<file path="src/rtl/restoring_divider_seq.sv">
//==============================================================================
// Module  : restoring_divider_seq
// Brief   : Multi-cycle restoring divider, one quotient bit per clock, with a
//           valid/ready handshake. Signed mode is built with DIVIDER_SIGNED_EN.
// Revision: 1.0 - initial release
//==============================================================================
`default_nettype none

module restoring_divider_seq #(
   parameter int WIDTH = 32
) (
   input  logic             clk_i,
   input  logic             rst_ni,
   input  logic             in_valid_i,
   output logic             in_ready_o,
   input  logic [WIDTH-1:0] dividend_i,
   input  logic [WIDTH-1:0] divisor_i,
   input  logic             signed_op_i,
   output logic             out_valid_o,
   input  logic             out_ready_i,
   output logic [WIDTH-1:0] quotient_o,
   output logic [WIDTH-1:0] remainder_o,
   output logic             div_by_zero_o
);

   localparam int CNT_W = $clog2(WIDTH);

   typedef enum logic [1:0] {
      S_IDLE = 2'd0,
      S_RUN  = 2'd1,
      S_DONE = 2'd2
   } state_t;

   state_t           state_q, state_d;
   logic [WIDTH-1:0] quo_q, quo_d;
   logic [WIDTH-1:0] div_q, div_d;
   logic [WIDTH-1:0] rem_q, rem_d;
   logic [WIDTH-1:0] res_quo_q, res_quo_d;
   logic [WIDTH-1:0] res_rem_q, res_rem_d;
   logic             dbz_q, dbz_d;
   logic [CNT_W-1:0] cnt_q, cnt_d;

   logic [WIDTH-1:0] a_mag, b_mag;
   logic [WIDTH-1:0] rem_shift, rem_next, quo_next;
   logic [WIDTH-1:0] fin_quo, fin_rem;
   logic [WIDTH:0]   trial;

   // One restoring step: shift in the next dividend bit, keep the difference if it is non-negative
   assign rem_shift = {rem_q[WIDTH-2:0], quo_q[WIDTH-1]};
   assign trial     = {1'b0, rem_shift} - {1'b0, div_q};
   assign rem_next  = trial[WIDTH] ? rem_shift : trial[WIDTH-1:0];
   assign quo_next  = {quo_q[WIDTH-2:0], ~trial[WIDTH]};

`ifdef DIVIDER_SIGNED_EN
   logic a_neg, b_neg;
   logic neg_quo_q, neg_quo_d;
   logic neg_rem_q, neg_rem_d;

   assign a_neg   = signed_op_i & dividend_i[WIDTH-1];
   assign b_neg   = signed_op_i & divisor_i[WIDTH-1];
   assign a_mag   = a_neg ? -dividend_i : dividend_i;
   assign b_mag   = b_neg ? -divisor_i  : divisor_i;
   // MIN/-1 needs no special case: |MIN| divides to MIN and the signs cancel
   assign fin_quo = neg_quo_q ? -quo_next : quo_next;
   assign fin_rem = neg_rem_q ? -rem_next : rem_next;
`else
   logic unused_signed_op;

   assign unused_signed_op = signed_op_i;
   assign a_mag   = dividend_i;
   assign b_mag   = divisor_i;
   assign fin_quo = quo_next;
   assign fin_rem = rem_next;
`endif

   always_comb begin
      state_d   = state_q;
      quo_d     = quo_q;
      div_d     = div_q;
      rem_d     = rem_q;
      res_quo_d = res_quo_q;
      res_rem_d = res_rem_q;
      dbz_d     = dbz_q;
      cnt_d     = cnt_q;
`ifdef DIVIDER_SIGNED_EN
      neg_quo_d = neg_quo_q;
      neg_rem_d = neg_rem_q;
`endif
      case (state_q)
         S_IDLE: begin
            if (in_valid_i) begin
               if (divisor_i == '0) begin
                  res_quo_d = '1;
                  res_rem_d = dividend_i;
                  dbz_d     = 1'b1;
                  state_d   = S_DONE;
               end else begin
                  quo_d   = a_mag;
                  div_d   = b_mag;
                  rem_d   = '0;
                  cnt_d   = CNT_W'(WIDTH - 1);
                  dbz_d   = 1'b0;
`ifdef DIVIDER_SIGNED_EN
                  neg_quo_d = a_neg ^ b_neg;
                  neg_rem_d = a_neg;
`endif
                  state_d = S_RUN;
               end
            end
         end
         S_RUN: begin
            rem_d = rem_next;
            quo_d = quo_next;
            if (cnt_q == '0) begin
               res_quo_d = fin_quo;
               res_rem_d = fin_rem;
               state_d   = S_DONE;
            end else begin
               cnt_d = cnt_q - CNT_W'(1);
            end
         end
         S_DONE: begin
            if (out_ready_i) state_d = S_IDLE;
         end
         default: state_d = S_IDLE;
      endcase
   end

   always_ff @(posedge clk_i) begin
      if (!rst_ni) begin
         state_q   <= S_IDLE;
         quo_q     <= '0;
         div_q     <= '0;
         rem_q     <= '0;
         res_quo_q <= '0;
         res_rem_q <= '0;
         dbz_q     <= 1'b0;
         cnt_q     <= '0;
`ifdef DIVIDER_SIGNED_EN
         neg_quo_q <= 1'b0;
         neg_rem_q <= 1'b0;
`endif
      end else begin
         state_q   <= state_d;
         quo_q     <= quo_d;
         div_q     <= div_d;
         rem_q     <= rem_d;
         res_quo_q <= res_quo_d;
         res_rem_q <= res_rem_d;
         dbz_q     <= dbz_d;
         cnt_q     <= cnt_d;
`ifdef DIVIDER_SIGNED_EN
         neg_quo_q <= neg_quo_d;
         neg_rem_q <= neg_rem_d;
`endif
      end
   end

   assign in_ready_o    = (state_q == S_IDLE);
   assign out_valid_o   = (state_q == S_DONE);
   assign quotient_o    = res_quo_q;
   assign remainder_o   = res_rem_q;
   assign div_by_zero_o = dbz_q;

endmodule

`default_nettype wire

</file>
<file path="config.mk">
export PLATFORM = sky130hd
export DESIGN_NAME = restoring_divider_seq
export DESIGN_NICKNAME = d
export VERILOG_FILES = /design/src/rtl/restoring_divider_seq.sv
export SDC_FILE = /design/constraint.sdc
export NUM_CORES = 1
export LEC_CHECK = 0
export BUFFER_PORTS_ARGS = -buffer_cell sky130_fd_sc_hd__clkbuf_2
export CORE_ASPECT_RATIO = 0.75
export CORE_MARGIN = 5
export CORE_UTILIZATION = 45
export DETAILED_ROUTE_END_ITERATION = 6
export MAX_ROUTING_LAYER = met4
export PLACE_DENSITY_LB_ADDON = 0.12
export SLEW_MARGIN = 0
export SYNTH_ARGS = -nofsm -noshare
export SYNTH_HDL_FRONTEND = slang
export SYNTH_SLANG_ARGS = --single-unit
export TNS_END_PERCENT = 50
</file>
<file path="constraint.sdc">
create_clock -name clk_i -period 2.9 [get_ports clk_i]
set_input_delay 0 -clock clk_i [delete_from_list [all_inputs] [get_ports clk_i]]
set_output_delay 0 -clock clk_i [all_outputs]
set_load 0.005 [all_outputs]
</file>
==> results.md <==
* Placed Cells incl. Taps at 1483
* CTS Buffer Depth at 2
* Commonest non-fill, non-tap cells in the layout: sky130_fd_sc_hd__nand2_1, sky130_fd_sc_hd__dfxtp_1, sky130_fd_sc_hd__clkbuf_2
* Sequential share of power at 17.9%
* GP Congestion at 0.906
* Flip-flop and latch count after synthesis at 167
* Die area at 0.0225 mm²
* Avg WL per Cell at 16.5 µm
* Maximum vdd drop at 0.960 mV
* Initial antenna violation count at 0
* Total placed instance area at 0.0103 mm²
* Number of clock buffers inserted by TritonCTS at 17
* Reg-to-reg critical path endpoint: remainder_o[21]
* Setup violation total in the final timing report at 14
* Startpoint type of the worst setup path: flip-flop
* Core area at 0.0193 mm²
* Worst EP required at 3.23 ns
* Count of buffers from port buffering at 134
* Reg-to-reg setup timing slack at -0.02 ns
* Cells on worst reg2reg path at 14
* Path type of the worst min-delay path: in2reg
* Nature of the critical path endpoint: flip-flop
* Final cycle utilization of the critical path at 101%
* Max Transition Viols Final at 0
* Area overhead of the layout relative to synthesis at 37.5%
* Combinational share of power at 68.2%
* Internal power of the cells at 9.90 mW
* Die extent in x at 172 µm
* Standby leakage power at 5.44 nW
* Count of standard-cell rows at 44
* Drt initial violations at 543
* Half-perimeter wire length after placement at 17900 µm
* Type of the setup path with the least slack: reg2reg
* Cell area after layout at 0.0121 mm²
* Setup WS post-layout at -0.0202 ns
* Proportion of layout cells with a drive suffix above 1 at 26.6%
* Fraction of the yosys area taken by sequential cells at 38.0%
* Startpoint of the most critical register-to-register path: quo_q[31]
* Cell area after synthesis at 0.00881 mm²
* Final Skew at 0.00996 ns
* Root buffer cell: sky130_fd_sc_hd__clkbuf_16
* Synthesis warning total at 0
* Status: finished with violations
* Final Net Count at 1431
* Number of global-route vias before repair at 8346
* Clock slew seen by the registers of the worst setup and hold paths at 0.07 ns
* Initial Utilization at 45.6%
* Leading cell type in the layout, fill and taps excluded: sky130_fd_sc_hd__nand2_1
* Clock Sink Count at 167
* Total power after layout at 16.5 mW
* Clock network latency to the later pin of the worst-skew pair at 0.43 ns
* Post-layout min period at 2.92 ns
* Level count of the clock H-tree at 4
* Share of flip-flops with an asynchronous set or reset at 0%
* Antenna fix cells at 0
* Via count normalized by instance count at 5.39
* Final hold slack at 0.0270 ns
* Number of cells in the finished layout apart from fillers at 1592
* Clock share of power at 13.9%
* Aggregate routed wire length at 26300 µm
* Maximum fanout along the worst path at 9
* Setup repair after global routing missed its margin: true
* Setup WS pre-CTS at -0.163 ns
* First-pass GRT wire length at 42300 µm
* Startpoint of the tightest hold check path: dividend_i[27]
* Global-route congestion overflow total at 0
* Data arrival at the endpoint of the critical path at 3.25 ns
* Syn Inst Count at 1086
* Library cells used by synthesis at 60
* Number of enable-type register cells in the synthesized netlist at 0
* Relative slew slack at 36.1%
* Transition time at the pin with the least slew margin at 0.956 ns
* Areal power density over the cells at 1360 mW/mm²
* Dominant synthesized flop cell: sky130_fd_sc_hd__dfxtp_1
* DRC viols at 0
* Largest net degree at the start of global routing at 74
* Synthesized Nets at 1191
* Net Sw Frac at 39.9%
* Peak Freq at 342 MHz
* Violations in the final reports: setup timing
* Hold path endpoint: remainder_o[27]
* Die extent in y at 131 µm
* Synthesized area per cell at 8.11 µm²
* Number of hold violations in the final report at 0
* Length of the first detailed-routing pass in iterations at 5
* Total vias in the final route at 8588
* P_sw at 6.56 mW
* Global router's overall resource usage at 23.5%
* IO Pins at 136
* CTS tree: yes
* Cell count of the worst hold path at 4
* Maxcap violations at 0
* Post-route ant nets at 0
[layout make-up]
class	instances	area (µm²)
fill	1719	7210
multi-input combinational	801	5400
sequential	167	3350
timing repair buffer	298	2300
clock buffer	18	439
tap	253	317
inverter	41	154
clock inverter	14	153
[layer usage]
metal  part of all wire [%]  GRT usage [%]  up-vias
li1                       -              -     4300
met1                     46           30.9     4065
met2                     48           37.7      189
met3                    4.1           3.66       34
met4                    2.0           6.82        0
met5                      0              -        -
[synth_stat cells, drive strengths merged, types with 2 or more instances]
cell type  count  area share, %
a21oi         48            2.9
nand3         41            2.3
o211ai         9           0.77
a21boi        59            5.0
xor2          12            1.2
nand2        192            8.2
nor4b          2           0.20
a31oi         27            2.0
o21bai         2           0.17
o21ai         53            3.1
and4           2           0.20
a31o           6           0.60
dfxtp        167             38
a311oi         3           0.37
mux2i         12            1.4
mux2          14            1.8
clkbuf        68            2.9
a211o          2           0.20
and3           7           0.50
ha            35            5.0
nor3b         31            2.6
nand2b        14           0.99
a21o          16            1.4
o211a         31            3.5
o21a           6           0.51
o31a           2           0.20
inv           41            1.7
a211oi        11           0.99
nor4          11           0.78
nor2b         10           0.71
buf            9           0.74
xnor2         15            1.5
nor3          36            2.0
and2          11           0.78
nor2          62            2.6
nand4          7           0.50
o31ai          3           0.57
[repair_timing]
action,4_1_cts,5_1_grt
pin swaps,13,25
hold buffers,63,0
hold endpoints to repair,86,0
setup endpoints to repair,60,66
resized for setup,53,43
setup buffers,4,7
cloned,2,2
[flip-flops by register name (all words and copies together) (netlist names)]
register	count
remainder_o	32
cnt_q	5
quo_q	32
rem_q	31
div_by_zero_o	1
div_q	32
quotient_o	32
state_q	2
[how the worst max path moves through the flow]
stage | startpoint | end | slack [ns] | cells after the start
floorplan | quo_q[31] | remainder_o[25] | 0.002 | 15
global placement | div_q[14] | remainder_o[31] | -0.08 | 13
detailed placement | div_q[21] | remainder_o[25] | -0.16 | 13
CTS | quo_q[31] | remainder_o[27] | -0.15 | 15
global route | quo_q[31] | remainder_o[27] | -0.16 | 16
finish | quo_q[31] | remainder_o[21] | -0.02 | 14
[power by group through the flow]
stage / clock (mW) / sequential (mW) / combinational [mW]
2_1_floorplan: 0 / 2.86 / 5.46
3_3_place_gp: 0 / 2.96 / 7.86
3_5_place_dp: 0 / 2.96 / 7.91
4_1_cts: 2.33 / 2.92 / 9.75
5_1_grt: 2.44 / 2.98 / 12.1
6_report: 2.30 / 2.94 / 11.2
[worst max-delay path, stage by stage, from the launching register on]
cell	delay, ns
sky130_fd_sc_hd__dfxtp_2	0.33
sky130_fd_sc_hd__inv_2	0.05
sky130_fd_sc_hd__ha_4	0.15
sky130_fd_sc_hd__fa_2	0.34
sky130_fd_sc_hd__nand2b_4	0.16
sky130_fd_sc_hd__a21oi_4	0.15
sky130_fd_sc_hd__o21ai_4	0.08
sky130_fd_sc_hd__o31ai_4	0.25
sky130_fd_sc_hd__a21oi_4	0.10
sky130_fd_sc_hd__o31ai_4	0.24
sky130_fd_sc_hd__a311oi_4	0.15
sky130_fd_sc_hd__buf_12	0.19
sky130_fd_sc_hd__mux2i_1	0.27
sky130_fd_sc_hd__a21oi_1	0.13
sky130_fd_sc_hd__a31o_2	0.23
[cell families (layout without fill, tap and decap cells)]
group	Yosys count	in the layout	share of synthesized area (%)
compound gates	284	284	23.0
xor+xnor	27	27	2.68
fa+ha+maj	36	36	5.20
buf+inv	118	371	5.38
flops	167	167	38.0
mux	26	26	3.15
simple gates	428	428	22.7
[stage by stage]
stage	setup TNS, ns	utilization [%]
after floorplan	0	-
final	-0.164	62.7
after global routing	-6.45	62.7
after detailed placement	-4.86	53.4
after global placement	-1.34	53.4
after CTS	-5.27	61.1
No activity file was read; power rests on OpenSTA's default activity.
